**config.mk**
```make
export PLATFORM = sky130hd
export DESIGN_NAME = ifetch_unit_flat
export DESIGN_NICKNAME = d
export VERILOG_FILES = /design/src/rtl/ifetch_unit_if.sv /design/src/rtl/ifetch_unit.sv /design/src/flat_wrapper.sv
export SDC_FILE = /design/constraint.sdc
export NUM_CORES = 1
export LEC_CHECK = 0
export CAP_MARGIN = 5
export CORE_MARGIN = 4
export CORE_UTILIZATION = 64
export CTS_CLUSTER_SIZE = 40
export DETAILED_ROUTE_END_ITERATION = 12
export DONT_BUFFER_PORTS = 1
export PLACE_DENSITY = 0.8
export SLEW_MARGIN = 20
export SYNTH_ARGS = -nofsm -noshare
export SYNTH_HDL_FRONTEND = slang
export SYNTH_SLANG_ARGS = --single-unit
```
**constraint.sdc**
```tcl
create_clock -name clk -period 3.3 [get_ports clk]
set_clock_uncertainty 0.15 [all_clocks]
set_input_delay 0.33 -clock clk [delete_from_list [all_inputs] [get_ports clk]]
set_output_delay 0.33 -clock clk [all_outputs]
set_load 0.05 [all_outputs]
```
**src/rtl/ifetch_unit_if.sv**
```systemverilog
// Instruction-memory channel between the fetch unit (master) and instruction memory (slave):
// valid/ready request carrying a word address, plus an in-order response with no back-pressure.
interface ifetch_unit_if;
   logic        req_valid;
   logic        req_ready;
   logic [31:0] req_addr;
   logic        rsp_valid;
   logic [31:0] rsp_data;

   modport master (
      output req_valid,
      output req_addr,
      input  req_ready,
      input  rsp_valid,
      input  rsp_data
   );

   modport slave (
      input  req_valid,
      input  req_addr,
      output req_ready,
      output rsp_valid,
      output rsp_data
   );
endinterface

```
**src/rtl/ifetch_unit.sv**
```systemverilog
// Instruction fetch stage: sequential word fetches, in-order response buffer, redirect flush.
// Optional macro IFETCH_MISALIGN_CHK_EN enables the sticky misaligned-redirect fault.
//
// state    | meaning
// ---------+-------------------------------------------------------------
// ST_BOOT  | first cycle after reset, no fetch issued
// ST_RUN   | normal issue; responses pushed into the buffer
// ST_DRAIN | after a redirect, waiting for stale in-flight responses
module ifetch_unit #(
   parameter logic [31:0] RESET_PC   = 32'h0000_0000,
   parameter int unsigned FIFO_DEPTH = 2
) (
   input  logic          clk,
   input  logic          rst_n,
   ifetch_unit_if.master imem,
   input  logic          redirect_valid_i,
   input  logic [31:0]   redirect_pc_i,
   output logic          if_valid_o,
   input  logic          if_ready_i,
   output logic [31:0]   if_inst_o,
   output logic [31:0]   if_pc_o,
   output logic          if_fault_o
);

   localparam int unsigned PW = $clog2(FIFO_DEPTH);
   localparam int unsigned CW = PW + 1;

   typedef enum logic [1:0] {
      ST_BOOT,
      ST_RUN,
      ST_DRAIN
   } state_t;

   state_t        state_q, state_d;
   logic [31:0]   fetch_pc_q, fetch_pc_d;
   logic [31:0]   rsp_pc_q, rsp_pc_d;
   logic [CW-1:0] outst_q, outst_d;
   logic [CW-1:0] drop_q, drop_d;
   logic [CW-1:0] count_q, count_d;
   logic [PW-1:0] wr_ptr_q, wr_ptr_d;
   logic [PW-1:0] rd_ptr_q, rd_ptr_d;
   logic [31:0]   pc_mem_q   [FIFO_DEPTH];
   logic [31:0]   inst_mem_q [FIFO_DEPTH];

   logic [CW:0]   occ;
   logic [31:0]   redir_tgt;
   logic          fetch_block;
   logic          req_valid;
   logic          req_fire;
   logic          push;
   logic          pop;

   assign redir_tgt = redirect_pc_i & 32'hFFFF_FFFC;

`ifdef IFETCH_MISALIGN_CHK_EN
   logic fault_q;

   always_ff @(posedge clk or negedge rst_n) begin
      if (!rst_n) begin
         fault_q <= 1'b0;
      end else if (redirect_valid_i) begin
         fault_q <= |redirect_pc_i[1:0];
      end
   end

   assign fetch_block = fault_q;
`else
   assign fetch_block = 1'b0;
`endif

   assign if_fault_o = fetch_block;

   // Buffered entries count against the in-flight budget so a response always has a slot.
   assign occ = {1'b0, outst_q} + {1'b0, count_q};

   always_comb begin
      state_d    = state_q;
      fetch_pc_d = fetch_pc_q;
      rsp_pc_d   = rsp_pc_q;
      drop_d     = drop_q;
      wr_ptr_d   = wr_ptr_q;
      rd_ptr_d   = rd_ptr_q;

      req_valid = (state_q == ST_RUN) && !fetch_block && (occ < (CW+1)'(FIFO_DEPTH));
      req_fire  = req_valid && imem.req_ready;
      push      = imem.rsp_valid && (drop_q == '0) && !redirect_valid_i;
      pop       = (count_q != '0) && if_ready_i && !redirect_valid_i;

      outst_d = outst_q + CW'(req_fire) - CW'(imem.rsp_valid);
      count_d = count_q + CW'(push) - CW'(pop);

      if (req_fire) fetch_pc_d = fetch_pc_q + 32'd4;
      if (push) begin
         rsp_pc_d = rsp_pc_q + 32'd4;
         wr_ptr_d = wr_ptr_q + PW'(1);
      end
      if (pop) rd_ptr_d = rd_ptr_q + PW'(1);
      if (imem.rsp_valid && (drop_q != '0)) drop_d = drop_q - CW'(1);

      case (state_q)
         ST_BOOT:  state_d = ST_RUN;
         ST_DRAIN: if (drop_d == '0) state_d = ST_RUN;
         default:  state_d = state_q;
      endcase

      // Everything still in flight after this edge belongs to the old stream.
      if (redirect_valid_i) begin
         fetch_pc_d = redir_tgt;
         rsp_pc_d   = redir_tgt;
         drop_d     = outst_d;
         count_d    = '0;
         wr_ptr_d   = '0;
         rd_ptr_d   = '0;
         state_d    = (outst_d != '0) ? ST_DRAIN : ST_RUN;
      end
   end

   always_ff @(posedge clk or negedge rst_n) begin
      if (!rst_n) begin
         state_q    <= ST_BOOT;
         fetch_pc_q <= RESET_PC;
         rsp_pc_q   <= RESET_PC;
         outst_q    <= '0;
         drop_q     <= '0;
         count_q    <= '0;
         wr_ptr_q   <= '0;
         rd_ptr_q   <= '0;
      end else begin
         state_q    <= state_d;
         fetch_pc_q <= fetch_pc_d;
         rsp_pc_q   <= rsp_pc_d;
         outst_q    <= outst_d;
         drop_q     <= drop_d;
         count_q    <= count_d;
         wr_ptr_q   <= wr_ptr_d;
         rd_ptr_q   <= rd_ptr_d;
      end
   end

   always_ff @(posedge clk or negedge rst_n) begin
      if (!rst_n) begin
         for (int i = 0; i < int'(FIFO_DEPTH); i++) begin
            pc_mem_q[i]   <= RESET_PC;
            inst_mem_q[i] <= 32'h0;
         end
      end else if (push) begin
         pc_mem_q[wr_ptr_q]   <= rsp_pc_q;
         inst_mem_q[wr_ptr_q] <= imem.rsp_data;
      end
   end

   assign imem.req_valid = req_valid;
   assign imem.req_addr  = fetch_pc_q;
   assign if_valid_o     = (count_q != '0);
   assign if_pc_o        = pc_mem_q[rd_ptr_q];
   assign if_inst_o      = inst_mem_q[rd_ptr_q];

endmodule

```
**src/flat_wrapper.sv**
```systemverilog
// flat-port wrapper written by rule: the top's interface ports become plain ports
module ifetch_unit_flat 
#(
   parameter logic [31:0] RESET_PC   = 32'h0000_0000,
   parameter int unsigned FIFO_DEPTH = 2
)
  (clk, rst_n, redirect_valid_i, redirect_pc_i, if_valid_o, if_ready_i, if_inst_o, if_pc_o, if_fault_o, imem_req_valid, imem_req_addr, imem_req_ready, imem_rsp_valid, imem_rsp_data);
  ifetch_unit_if imem_i ();
  input  logic clk;
  input  logic rst_n;
  input  logic redirect_valid_i;
  input  logic [31:0] redirect_pc_i;
  output logic if_valid_o;
  input  logic if_ready_i;
  output logic [31:0] if_inst_o;
  output logic [31:0] if_pc_o;
  output logic if_fault_o;
  output wire logic [$bits(imem_i.req_valid)-1:0] imem_req_valid;
  output wire logic [$bits(imem_i.req_addr)-1:0] imem_req_addr;
  input wire logic [$bits(imem_i.req_ready)-1:0] imem_req_ready;
  input wire logic [$bits(imem_i.rsp_valid)-1:0] imem_rsp_valid;
  input wire logic [$bits(imem_i.rsp_data)-1:0] imem_rsp_data;
  assign imem_req_valid = imem_i.req_valid;
  assign imem_req_addr = imem_i.req_addr;
  assign imem_i.req_ready = imem_req_ready;
  assign imem_i.rsp_valid = imem_rsp_valid;
  assign imem_i.rsp_data = imem_rsp_data;
  ifetch_unit #(.RESET_PC(RESET_PC), .FIFO_DEPTH(FIFO_DEPTH)) u_core (.clk(clk), .rst_n(rst_n), .imem(imem_i), .redirect_valid_i(redirect_valid_i), .redirect_pc_i(redirect_pc_i), .if_valid_o(if_valid_o), .if_ready_i(if_ready_i), .if_inst_o(if_inst_o), .if_pc_o(if_pc_o), .if_fault_o(if_fault_o));
endmodule
```
-- After elaboration in Yosys (flattened, before gate mapping)
Cells that the tools add are included.
W data, S select, Z words.
- order comparisons: 4
- reductions and logical operators: 20
- add/sub/neg operators: 10
- bitwise gates (word level): 2
- eq/ne operators: 3
- multiplexer cells: 25
- operators by type and width (operator ; number):
    $mux W32 ; 11
    $bwmux W64 ; 2
    $add A32 B3 Y32 const B ; 2
    $demux W32 S1 ; 1
    $mux W2 ; 6
    $reduce_bool A2 Y1 ; 6
    $logic_and A1 B1 Y1 ; 8
    $logic_not A2 Y1 ; 3
    $add A2 B1 Y2 ; 2
    $ge A2 B2 Y1 const B ; 2
    $mux W1 ; 4
    $not A1 Y2 ; 2
    $pmux W2 S2 ; 1
    $sub A2 B1 Y2 ; 2
    $add A2 B2 Y3 ; 1
    $lt A3 B2 Y1 const B ; 1
    $ne A3 B2 Y1 const B ; 1
    $reduce_bool A3 Y1 ; 1
    $add A1 B1 Y1 const B ; 2
    $eq A2 B1 Y1 const B ; 1
    $eq A2 B2 Y1 const B ; 1
    $lt A2 B1 Y1 const B ; 1
    $reduce_and A2 Y1 ; 1
    $sub A2 B1 Y2 const B ; 1
    $logic_not A1 Y1 ; 1
- register bits: 202
- input bits: 70
- word-level logic and storage cells: 76
- output and inout port bits: 99

-- Logic depth before layout (Yosys ltp)
Gate-level depths: netlist of the first run.
- depth in word-level cells: 9
- mapped depth: 13
- depth with buffers taken out: 12

-- Least setup slack after synthesis of the first run
Ideal clock, no wire load.
- path type: register to register
- start point: reg u_core.count_q[0]
- end point: reg u_core.state_q[1]
- slack: 0.285 ns
- data arrival time: 2.729 ns
- library setup time: 0.136 ns
- cell stages (with the launch flop): 14
- path through: dfrtp_1 inv_1 nor2_1 fa_1 or4b_1 buf_2 clkinv_1 nand2_1 inv_1 ha_1 xnor2_1 xnor2_1 o22ai_1 o21ai_0
- word-level cells in the longest chain between the ends: 9
- ends and longest elaborated chain (element ; RTL line ; text):
    start: declaration ; ifetch_unit.sv:39 ; logic [CW-1:0] count_q, count_d;
    start signal: assignment ; ifetch_unit.sv:134 ; count_q <= count_d;
    $add A2 B2 Y3 ; ifetch_unit.sv:74 ; assign occ = {1'b0, outst_q} + {1'b0, count_q};
    $lt A3 B2 Y1 ; ifetch_unit.sv:84 ; req_valid = (state_q == ST_RUN) && !fetch_block && (occ < (CW+1)'(FIFO_DEPTH));
    $logic_and A1 B1 Y1 ; ifetch_unit.sv:84 ;
    named net imem_req_valid ; flat_wrapper.sv:18 ; output wire logic [$bits(imem_i.req_valid)-1:0] imem_req_valid;
    $logic_and A1 B1 Y1 ; ifetch_unit.sv:85 ; req_fire = req_valid && imem.req_ready;
    $add A2 B1 Y2 ; ifetch_unit.sv:89 ; outst_d = outst_q + CW'(req_fire) - CW'(imem.rsp_valid);
    $sub A2 B1 Y2 ; ifetch_unit.sv:89 ;
    named net u_core.outst_d[1] ; ifetch_unit.sv:37 ; logic [CW-1:0] outst_q, outst_d;
    $reduce_bool A2 Y1 ; ifetch_unit.sv:114 ; state_d = (outst_d != '0) ? ST_DRAIN : ST_RUN;
    $mux W2 ; ifetch_unit.sv:114 ;
    $mux W2 ; ifetch_unit.sv:107 ; if (redirect_valid_i) begin
    end signal: assignment ; ifetch_unit.sv:129 ; state_q <= state_d;
    end: declaration ; ifetch_unit.sv:34 ; state_t state_q, state_d;
The timed path passes the listed nets, and every way through them passes these cells.
A chain may end at the register's enable or synchronous reset.

-- Worst setup path in the final report of the first run
- start point: reg u_core.count_q[0]
- end point: reg u_core.fetch_pc_q[21], in the netlist u_core.imem.req_addr[21]
- word-level cells in the longest chain between the ends: 5
- ends and longest elaborated chain (element ; RTL line ; text):
    $add A2 B2 Y3 ; ifetch_unit.sv:74 ;
    $lt A3 B2 Y1 ; ifetch_unit.sv:84 ;
    $logic_and A1 B1 Y1 ; ifetch_unit.sv:84 ;
    $logic_and A1 B1 Y1 ; ifetch_unit.sv:85 ;
    $reduce_bool A2 Y1 (no line) ; -- ;
    end signal: assignment ; ifetch_unit.sv:130 ; fetch_pc_q <= fetch_pc_d;
    end: declaration ; ifetch_unit.sv:35 ; logic [31:0] fetch_pc_q, fetch_pc_d;
No other way between the ends.

==> results of run 1 <==
final timing paths:
| check | startpoint | to | slack, ns | depth (start not counted) |
|---|---|---|---|---|
| worst min-delay path | rst_n | u_core.inst_mem_q[37] | -0.56 | 0 |
| worst max-delay path | u_core.count_q[0] | u_core.imem.req_addr[21] | 0.17 | 7 |
| worst min register to register | u_core.pc_mem_q[11] | u_core.pc_mem_q[11] | 0.35 | 1 |
| worst max register to register | u_core.count_q[0] | u_core.imem.req_addr[21] | 0.17 | 7 |
| min in group clk | redirect_valid_i | u_core.rsp_pc_q[31] | 0.02 | 2 |
| max in group asynchronous | rst_n | u_core.rsp_pc_q[31] | 3.31 | 0 |
power breakdown:
group | switching, mW | internal, mW
clock network | 0.847 | 1.28
logic | 2.63 | 1.27
registers | 0.612 | 3.16
total | 4.09 | 5.71
metal layers:
metal / global-route usage [%] / wire [um] / up-vias
met3: 8.06 / 1910 / 34
met2: 43.9 / 11000 / 309
met1: 37.7 / 9620 / 3393
li1: - / - / 3047
met4: 6.97 / 331 / 0
met5: 0 / 0 / -
kinds of logic (layout without fill, tap and decap cells):
| group | count (synthesis) | after routing | share of synthesized area, % |
|---|---|---|---|
| AND/OR/NAND/NOR | 210 | 210 | 12.6 |
| buffers and inverters | 72 | 126 | 3.13 |
| AO/OA/AOI/OAI | 93 | 93 | 6.68 |
| flip-flops | 194 | 194 | 51.0 |
| XOR/XNOR | 22 | 22 | 2.02 |
| adder cells (fa/ha/maj) | 8 | 8 | 1.13 |
| multiplexers | 198 | 198 | 23.4 |
| other | 1 | 5 | 0.0394 |
worst max-delay path, stage by stage, from the launching register on:
cell and delay (ns):
sky130_fd_sc_hd__dfrtp_1 0.34, sky130_fd_sc_hd__inv_1 0.06, sky130_fd_sc_hd__nor2_1 0.13, sky130_fd_sc_hd__fa_1 0.43, sky130_fd_sc_hd__or4b_1 0.68, sky130_fd_sc_hd__or3_4 0.54
sky130_fd_sc_hd__or4_1 0.52, sky130_fd_sc_hd__and3_1 0.16
per-stage QoR:
stage | setup WS [ns] | utilization (%) | hold slack [ns] | area [um^2] | instances
2_1_floorplan | 0.285 | - | -0.116 | 9530 | 802
3_3_place_gp | 0.260 | 66.8 | -0.111 | 9710 | 950
3_5_place_dp | 0.220 | 66.8 | -0.111 | 9710 | 950
4_1_cts | 0.194 | 75.1 | -0.567 | 10900 | 1040
5_1_grt | 0.0302 | 75.1 | -0.578 | 10900 | 1040
6_report | 0.173 | 75.1 | -0.557 | 10900 | 1040
what timing repair did:
action                                 in CTS  in global routing
endpoints found under the hold margin     314                194
resized for setup                           0                  0
buffers inserted                            0                  0
state kept, by name (all words and copies together) (netlist names):
signal                flops
u_core.count_q            2
u_core.drop_q             2
u_core.imem.req_addr     30
u_core.inst_mem_q        64
u_core.outst_q            2
u_core.pc_mem_q          60
u_core.rd_ptr_q           1
u_core.rsp_pc_q          30
u_core.state_q            2
u_core.wr_ptr_q           1
layout by cell type, fill, tap and decap left out, drive strengths merged, types with 3 or more instances in the layout:
cell type / instances
a211oi: 12
a21boi: 4
a21oi: 8
a311oi: 4
a31oi: 24
and2: 4
and3: 9
and4: 12
buf: 19
bufinv: 3
clkbuf: 25
clkinv: 3
conb: 5
dfrtp: 194
dlygate4sd3: 60
ha: 7
inv: 16
mux2: 195
mux2i: 3
nand2: 29
nand2b: 6
nand3: 20
nand4: 24
nor2: 37
nor2b: 3
nor3: 10
nor4: 16
o21a: 4
o21ai: 10
o31ai: 19
or2: 4
or3: 7
or4: 22
xnor2: 14
xor2: 8
final cells by class:
class                      instances  area [um^2]  share of cell area, %
clock buffer                      25          505                   4.63
clock inverter                     5          100                  0.917
inverter                          17         63.8                  0.585
multi-input combinational        536         4390                   40.2
sequential                       194         4860                   44.5
tap                              184          230                   2.11
timing repair buffer              79          768                   7.04
==> flow_summary.ini, run 1 <==
[run_status]
status = finished with violations
failed_checks = negative hold slack

[clocking]
post_cts_hold_buffer_count = 60
clock_latency_ns = 0.43
path_clk_slew_ns = 0.07
max-clock-path-buffers = 2
cts_tree = built
numClockSinks = 194
clockRootBuffer = sky130_fd_sc_hd__clkbuf_16
inserted_clock_buffers = 17
cts.htree.levels = 4

[die]
die_width_um = 130
design.portCount = 169
die_y_um = 130
start_util_pct = 65.5
core_area_mm2 = 0.0145
die_area_mm2 = 0.0169
cell_row_count = 44

[finish]
drive_above_1_share_pct = 29.2
num-nets-final = 923
n_fill_cell = 938
area_added_between_synthesis_and_finish_pct = 14.6
insertedDiodeCount = 0

[pwr]
pnr_total_power_mw = 9.80
max-vdd-ir-drop_mv = 0.432
cellLeakagePower_nw = 4.60
power_density_mw_per_mm2 = 898

[sta]
fin_worst_hold_slack_ns = -0.557
post-route-min-period_ns = 3.13
worst_pin_slew_ns = 1.02
finalMaxSlewViolations = 0
period_share_pct = 94.8
slew-limit-headroom_pct = 31.7
timing.final.hold_violations = 194
max_freq_mhz = 320
finalSetupViolations = 0
rsz_0062_raised_after_global_routing = false
fin_tns_setup_ns = 0

[global_routing]
via_count_of_the_first_global_routing_pass = 6947
grt_use_total_pct = 27.6
grt_antenna_before_repair = 0
overflow = 0
grt_first_pass_wirelength_mm = 36.5
largest_net_degree_at_the_start_of_global_routing = 195

[synth]
number_of_enable_type_register_cells_in_the_synthesized_netlist = 0
yosysTopAreaCell = sky130_fd_sc_hd__dfrtp_1
post_synth_inst_count = 798
synthDominantCellAreaShare_pct = 51.0
ys_top_cells_by_count = 195 x sky130_fd_sc_hd__mux2_2, 194 x sky130_fd_sc_hd__dfrtp_1, 43 x sky130_fd_sc_hd__clkbuf_1
ys_warn_count = 0
synth_seq_area_share_pct = 51.0
synthTopCellsByArea = sky130_fd_sc_hd__dfrtp_1 51%, sky130_fd_sc_hd__mux2_2 23%, sky130_fd_sc_hd__or4_1 1.7%, sky130_fd_sc_hd__clkbuf_1 1.7%, sky130_fd_sc_hd__a31oi_1 1.6%
yosys_register_bits = 194
synthFlopType = sky130_fd_sc_hd__dfrtp_1
fraction_of_registers_with_async_set_reset_pct = 100
syn_area_per_cell_um2 = 11.9
yosysMostFrequentCell = sky130_fd_sc_hd__mux2_2
synth_area_mm2 = 0.00952
synth.distinct_cells = 51

[routing]
drt-vias-per-instance = 6.52
routed_wl_mm = 22.8
drt.antenna.violating_nets = 0
vias = 6783
drt_iter0_markers = 592
drc = 0
drt-pass1-iter-count = 5
route.detailed.wl_per_inst_um = 21.9

[placed_design]
portBuffers = 0
hpwl_mm = 14.5
gp_congestion = 0.901

[critical_path]
crit_path_max_fanout = 22
end_kind = register
worst-endpoint-arrival_ns = 3.29
critPathLaunchType = register
crit_required_ns = 3.47
crit_type = register to register

[run]
maxCapViolCount = 0

[min_path]
hold_path.class = input pin to async pin
Note: power is estimated with default switching activity, not from simulation.
==> inputs of run 2 (changes only) <==
- PLACE_DENSITY: 0.8 -> 0.78
- SETUP_SLACK_MARGIN: unset -> 0.05
==> run 2 against run 1 <==
  * The flow still finishes with violations (negative hold slack)
  * Clock power increased by 7%
  * Fmax grew 1.3%
  * Sequential share of layout area fell by 0.14 points
  * Global-route usage shrank 0.23 points
  * Combinational power barely moved
  * Sequential power about the same
  * Register-to-register slack improved by 0.04 ns
  * Non-clock buffer count unchanged
  * Total power is 1.6% higher
  * Critical path type unchanged
==> flow_summary.ini, run 2 (synthesis gave the netlist of run 1 again) <==
[finish]
largest_register_ffs = 64
layout_top_registers = u_core.inst_mem_q x64, u_core.pc_mem_q x60
mostFrequentLayoutCells = 195 x sky130_fd_sc_hd__mux2_2, 193 x sky130_fd_sc_hd__dfrtp_1, 58 x sky130_fd_sc_hd__dlygate4sd3_1
n_fill_cell = 943
register_name_with_the_most_flops = u_core.inst_mem_q
area_added_between_synthesis_and_finish_pct = 15.0
layout.cells.most_common = sky130_fd_sc_hd__mux2_2
drive_above_1_share_pct = 29.8
num-nets-final = 923
insertedDiodeCount = 0

[critical_path]
slowest_stage = sky130_fd_sc_hd__or4b_4
critPathLaunchType = register
timing.critical_path.slowest_cell_delay_ns = 0.58
worstPathCellList = inv_1 -> nor2_1 -> fa_1 -> or4b_4 -> buf_4 -> clkinv_1 -> nand2_1 -> inv_1 -> ha_1 -> xnor2_1 -> xnor2_1 -> o22ai_1 -> buf_4
crit_path_max_fanout = 4
critical_path.reg2reg.startpoint = u_core.count_q[0]
timing.rr.end = u_core.state_q[0]
worst-endpoint-arrival_ns = 3.27
worst_r2r_path_depth = 13
worst-r2r-setup-slack_ns = 0.21
crit_required_ns = 3.48
crit_type = register to register
end_kind = register
cpLargestDelayFamily = simple AND/OR/NAND/NOR gates
worst-path-buf-inv = 5

[pwr]
cellLeakagePower_nw = 4.62
pnr_total_power_mw = 9.96
max-vdd-ir-drop_mv = 0.415
power_density_mw_per_mm2 = 910

[sta]
post-route-min-period_ns = 3.09
timing.final.hold_violations = 194
fin_tns_setup_ns = 0
slew-limit-headroom_pct = 33.4
finalMaxSlewViolations = 0
worst_pin_slew_ns = 0.996
period_share_pct = 93.5
rsz_0062_raised_after_global_routing = false
max_freq_mhz = 324
finalSetupViolations = 0
fin_worst_hold_slack_ns = -0.563

[routing]
drt.antenna.violating_nets = 0
drt_iter0_markers = 428
drt-pass1-iter-count = 5
routed_wl_mm = 22.6
drt-vias-per-instance = 6.52
vias = 6798
route.detailed.wl_per_inst_um = 21.7
drc = 0

[clocking]
max-clock-path-buffers = 2
inserted_clock_buffers = 17
cts_tree = built
path_clk_slew_ns = 0.07
clockRootBuffer = sky130_fd_sc_hd__clkbuf_16
cts.htree.levels = 4
clock_latency_ns = 0.44
numClockSinks = 194
post_cts_hold_buffer_count = 58

[global_routing]
overflow = 0
grt_first_pass_wirelength_mm = 35.9
largest_net_degree_at_the_start_of_global_routing = 195
grt_antenna_before_repair = 0
via_count_of_the_first_global_routing_pass = 6874
grt_use_total_pct = 27.3

[placed_design]
portBuffers = 0
hpwl_mm = 14.6
gp_congestion = 0.893

[run_status]
status = finished with violations
failed_checks = negative hold slack

[die]
die_width_um = 130
cell_row_count = 44
die_y_um = 130
start_util_pct = 65.5
core_area_mm2 = 0.0145
die_area_mm2 = 0.0169
design.portCount = 169

[run]
maxCapViolCount = 0

[min_path]
hold_path.class = input pin to async pin
## run 2: changes by cell type in the layout (fill, tap and decap cells not counted), sizes merged
cell | previous run | this run
dlygate4sd3 | 60 | 58
clkinvlp | 0 | 1
inv | 16 | 21
clkbuf | 25 | 19
buf | 19 | 21
bufinv | 3 | 5
## run 2: power breakdown
part | internal [mW] | total, mW | switching, mW | leakage (nW)
clock network | 1.36 | 2.28 | 0.918 | 0.315
logic | 1.28 | 3.90 | 2.63 | 1.93
registers | 3.16 | 3.77 | 0.611 | 2.37
total | 5.80 | 9.96 | 4.16 | 4.62
## run 2: worst reg2reg max path: cells and delay by family (launching register included)
kind,cells,cell delay [ns]
adder cells (fa/ha/maj),2,0.59
AND/OR/NAND/NOR,3,0.83
AO/OA/AOI/OAI,1,0.14
XOR/XNOR,2,0.34
flip-flops,1,0.35
buffers and inverters,5,0.59
## run 2: final cells by class
class                      instances  area (um^2)  share of cell area, %
clock buffer                      19          433                   3.95
clock inverter                    13          221                   2.02
inverter                          17         63.8                  0.583
multi-input combinational        536         4390                   40.1
sequential                       194         4860                   44.4
tap                              184          230                   2.10
timing repair buffer              79          751                   6.86
## run 2: worst max-delay path by stage
stage                                  from                       end  slack (ns)  cells after the start
after floorplan           u_core.count_q[0]         u_core.state_q[1]        0.28                     13
after global placement    u_core.count_q[0]  u_core.imem.req_addr[21]        0.35                      7
after detailed placement  u_core.count_q[0]         u_core.state_q[1]        0.30                     13
after CTS                 u_core.count_q[0]         u_core.state_q[1]        0.19                     13
after global routing      u_core.count_q[0]         u_core.state_q[1]        0.05                     13
final                     u_core.count_q[0]         u_core.state_q[0]        0.21                     13
## run 2: stage by stage
stage | util, % | area, um^2 | instances | setup WS [ns] | hold WS (ns)
2_1_floorplan | - | 9530 | 802 | 0.285 | -0.116
3_3_place_gp | 66.7 | 9700 | 951 | 0.349 | -0.111
3_5_place_dp | 66.7 | 9700 | 951 | 0.295 | -0.110
4_1_cts | 75.2 | 10900 | 1041 | 0.189 | -0.581
5_1_grt | 75.3 | 10900 | 1042 | 0.0460 | -0.587
6_report | 75.3 | 10900 | 1042 | 0.214 | -0.563
## run 2: per-layer routing
| layer | up-vias | track usage [%] | part of all wire [%] |
|---|---|---|---|
| met5 | - | 0 | 0 |
| met4 | 0 | 8.44 | 1.5 |
| met3 | 28 | 7.20 | 7.9 |
| met2 | 283 | 44.3 | 48 |
| met1 | 3442 | 36.5 | 42 |
| li1 | 3045 | - | - |
## run 2: repair_timing
| action | CTS | global route |
|---|---|---|
| gates resized for setup | 0 | 1 |
| hold endpoints to repair | 316 | 194 |
| buffers inserted | 0 | 1 |
| setup endpoints to repair | 0 | 1 |
==> inputs of run 3 (changes only) <==
- RECOVER_POWER: unset -> 100
==> run 3 against run 2 <==
  * The flow finishes with violations (negative hold slack, max-capacitance violations, max-slew violations)
  * Worst hold slack about the same
  * First-iteration DRC count decreased by 5.6%
  * Flip-flop and latch count unchanged
  * Non-clock buffer count unchanged
  * Core utilization decreased by 0.53 points
  * Sequential share of layout area increased by 0.30 points
  * Critical path type is now register to primary output
  * Critical endpoint is now if_inst_o[12]
  * Largest cell class unchanged
  * Highest routed layer unchanged
==> flow_summary.ini, run 3 (synthesis gave the netlist of run 1 again) <==
[sta]
finalSetupViolations = 0
timing.final.hold_violations = 194
finalMaxSlewViolations = 63
worst_pin_slew_ns = 1.68
slew-limit-headroom_pct = -11.8
period_share_pct = 94.5
post-route-min-period_ns = 3.12
rsz_0062_raised_after_global_routing = false
fin_worst_hold_slack_ns = -0.563
fin_ws_ns = 0.181
max_freq_mhz = 321
fin_tns_setup_ns = 0

[global_routing]
met3_usage_pct = 7.20
grt_first_pass_wirelength_mm = 35.9
grt_use_total_pct = 27.3
largest_net_degree_at_the_start_of_global_routing = 195
grt.busiest_layer = met2
grt_antenna_before_repair = 0
via_count_of_the_first_global_routing_pass = 6874
overflow = 0
met2_usage_pct = 44.3
global_route.usage.met1_pct = 36.5

[run]
maxCapViolCount = 1

[finish]
finalCoreUtilization_pct = 74.8
drive_above_1_share_pct = 22.7
area_added_between_synthesis_and_finish_pct = 14.2
mostFrequentLayoutCells = 194 x sky130_fd_sc_hd__dfrtp_1, 150 x sky130_fd_sc_hd__mux2_2, 58 x sky130_fd_sc_hd__dlygate4sd3_1
largest_register_ffs = 64
register_name_with_the_most_flops = u_core.inst_mem_q
layout_top_registers = u_core.inst_mem_q x64, u_core.pc_mem_q x60
layout.cells.most_common = sky130_fd_sc_hd__dfrtp_1
post_layout_nonfiller_instances = 1042
num-nets-final = 923
insertedDiodeCount = 0
n_fill_cell = 962
finalInstanceArea_mm2 = 0.0109

[routing]
drt_iter0_markers = 404
drt-vias-per-instance = 6.51
vias = 6783
drt-pass1-iter-count = 5
drt.antenna.violating_nets = 0
drc = 0
route.detailed.wl_per_inst_um = 21.7
routed_wl_mm = 22.6

[critical_path]
end_kind = primary output
critPathLaunchType = register
worst-endpoint-arrival_ns = 2.64
crit_path_max_fanout = 26
crit_required_ns = 2.82
crit_type = register to primary output

[clocking]
cts_tree = built
clockRootBuffer = sky130_fd_sc_hd__clkbuf_16
numClockSinks = 194
post_cts_hold_buffer_count = 58
max-clock-path-buffers = 2
path_clk_slew_ns = 0.07
inserted_clock_buffers = 17
cts.htree.levels = 4
clock_latency_ns = 0.44

[die]
die_area_mm2 = 0.0169
die_y_um = 130
cell_row_count = 44
start_util_pct = 65.5
design.portCount = 169
core_area_mm2 = 0.0145
die_width_um = 130

[pwr]
max-vdd-ir-drop_mv = 0.416
pnr_total_power_mw = 9.84
cellLeakagePower_nw = 4.58
power_density_mw_per_mm2 = 905

[run_status]
status = finished with violations
failed_checks = negative hold slack, max-capacitance violations, max-slew violations

[placed_design]
detailedPlace.worstSlack_ns = 0.295
portBuffers = 0
placement.cell_area_mm2 = 0.00970
hpwl_mm = 14.6
gp_congestion = 0.893
place_inst = 951

[min_path]
hold_path.class = input pin to async pin
-- run 3: cell count changes in the layout (fill, tap and decap cells not counted), moves of 2 or more --
cell,change
sky130_fd_sc_hd__mux2_2,-45
sky130_fd_sc_hd__mux2_1,+45
sky130_fd_sc_hd__clkbuf_2,+4
sky130_fd_sc_hd__or2_0,+2
sky130_fd_sc_hd__buf_4,-16
sky130_fd_sc_hd__clkbuf_1,+13
-- run 3: final cells by class --
cell class,instances,area (um^2),area share [%]
Clock buffer,19,433,3.98
Clock inverter,13,221,2.04
Inverter,17,63.8,0.587
Multi-Input combinational cell,536,4390,40.4
Sequential cell,194,4850,44.7
Tap cell,184,230,2.12
Timing Repair Buffer,79,679,6.25
-- run 3: critical path, stage by stage (launching register included) --
cell	delay [ns]
sky130_fd_sc_hd__dfrtp_1	0.90
sky130_fd_sc_hd__clkbuf_2	0.69
sky130_fd_sc_hd__mux2_1	0.59
-- run 3: final timing paths --
check | from | end | slack (ns) | cells past startpoint
max in group asynchronous | rst_n | u_core.rsp_pc_q[4] | 3.31 | 0
hold / removal | rst_n | u_core.inst_mem_q[7] | -0.56 | 0
hold reg to reg | u_core.pc_mem_q[61] | u_core.pc_mem_q[61] | 0.35 | 1
setup / recovery | u_core.rd_ptr_q | if_inst_o[12] | 0.18 | 2
min in group clk | redirect_pc_i[21] | u_core.rsp_pc_q[21] | 0.01 | 2
setup reg to reg | u_core.drop_q[0] | u_core.inst_mem_q[57] | 0.20 | 6
-- run 3: per-layer routing --
metal	vias to the layer above	routed length (um)	part of all wire, %
met5	-	0	0
met4	0	374	1.7
met3	31	1770	7.8
met2	279	11000	48
met1	3439	9520	42
li1	3034	-	-
-- run 3: report_power, final --
part	internal (mW)	total, mW	switching [mW]
clock network	1.36	2.28	0.919
registers	3.16	3.77	0.608
logic	1.16	3.79	2.63
total	5.68	9.84	4.15
-- run 3: repair_timing --
item / in CTS / in global routing
resized for setup: 0 / 1
setup endpoints to repair: 0 / 1
buffers inserted: 0 / 1
hold endpoints to repair: 316 / 194
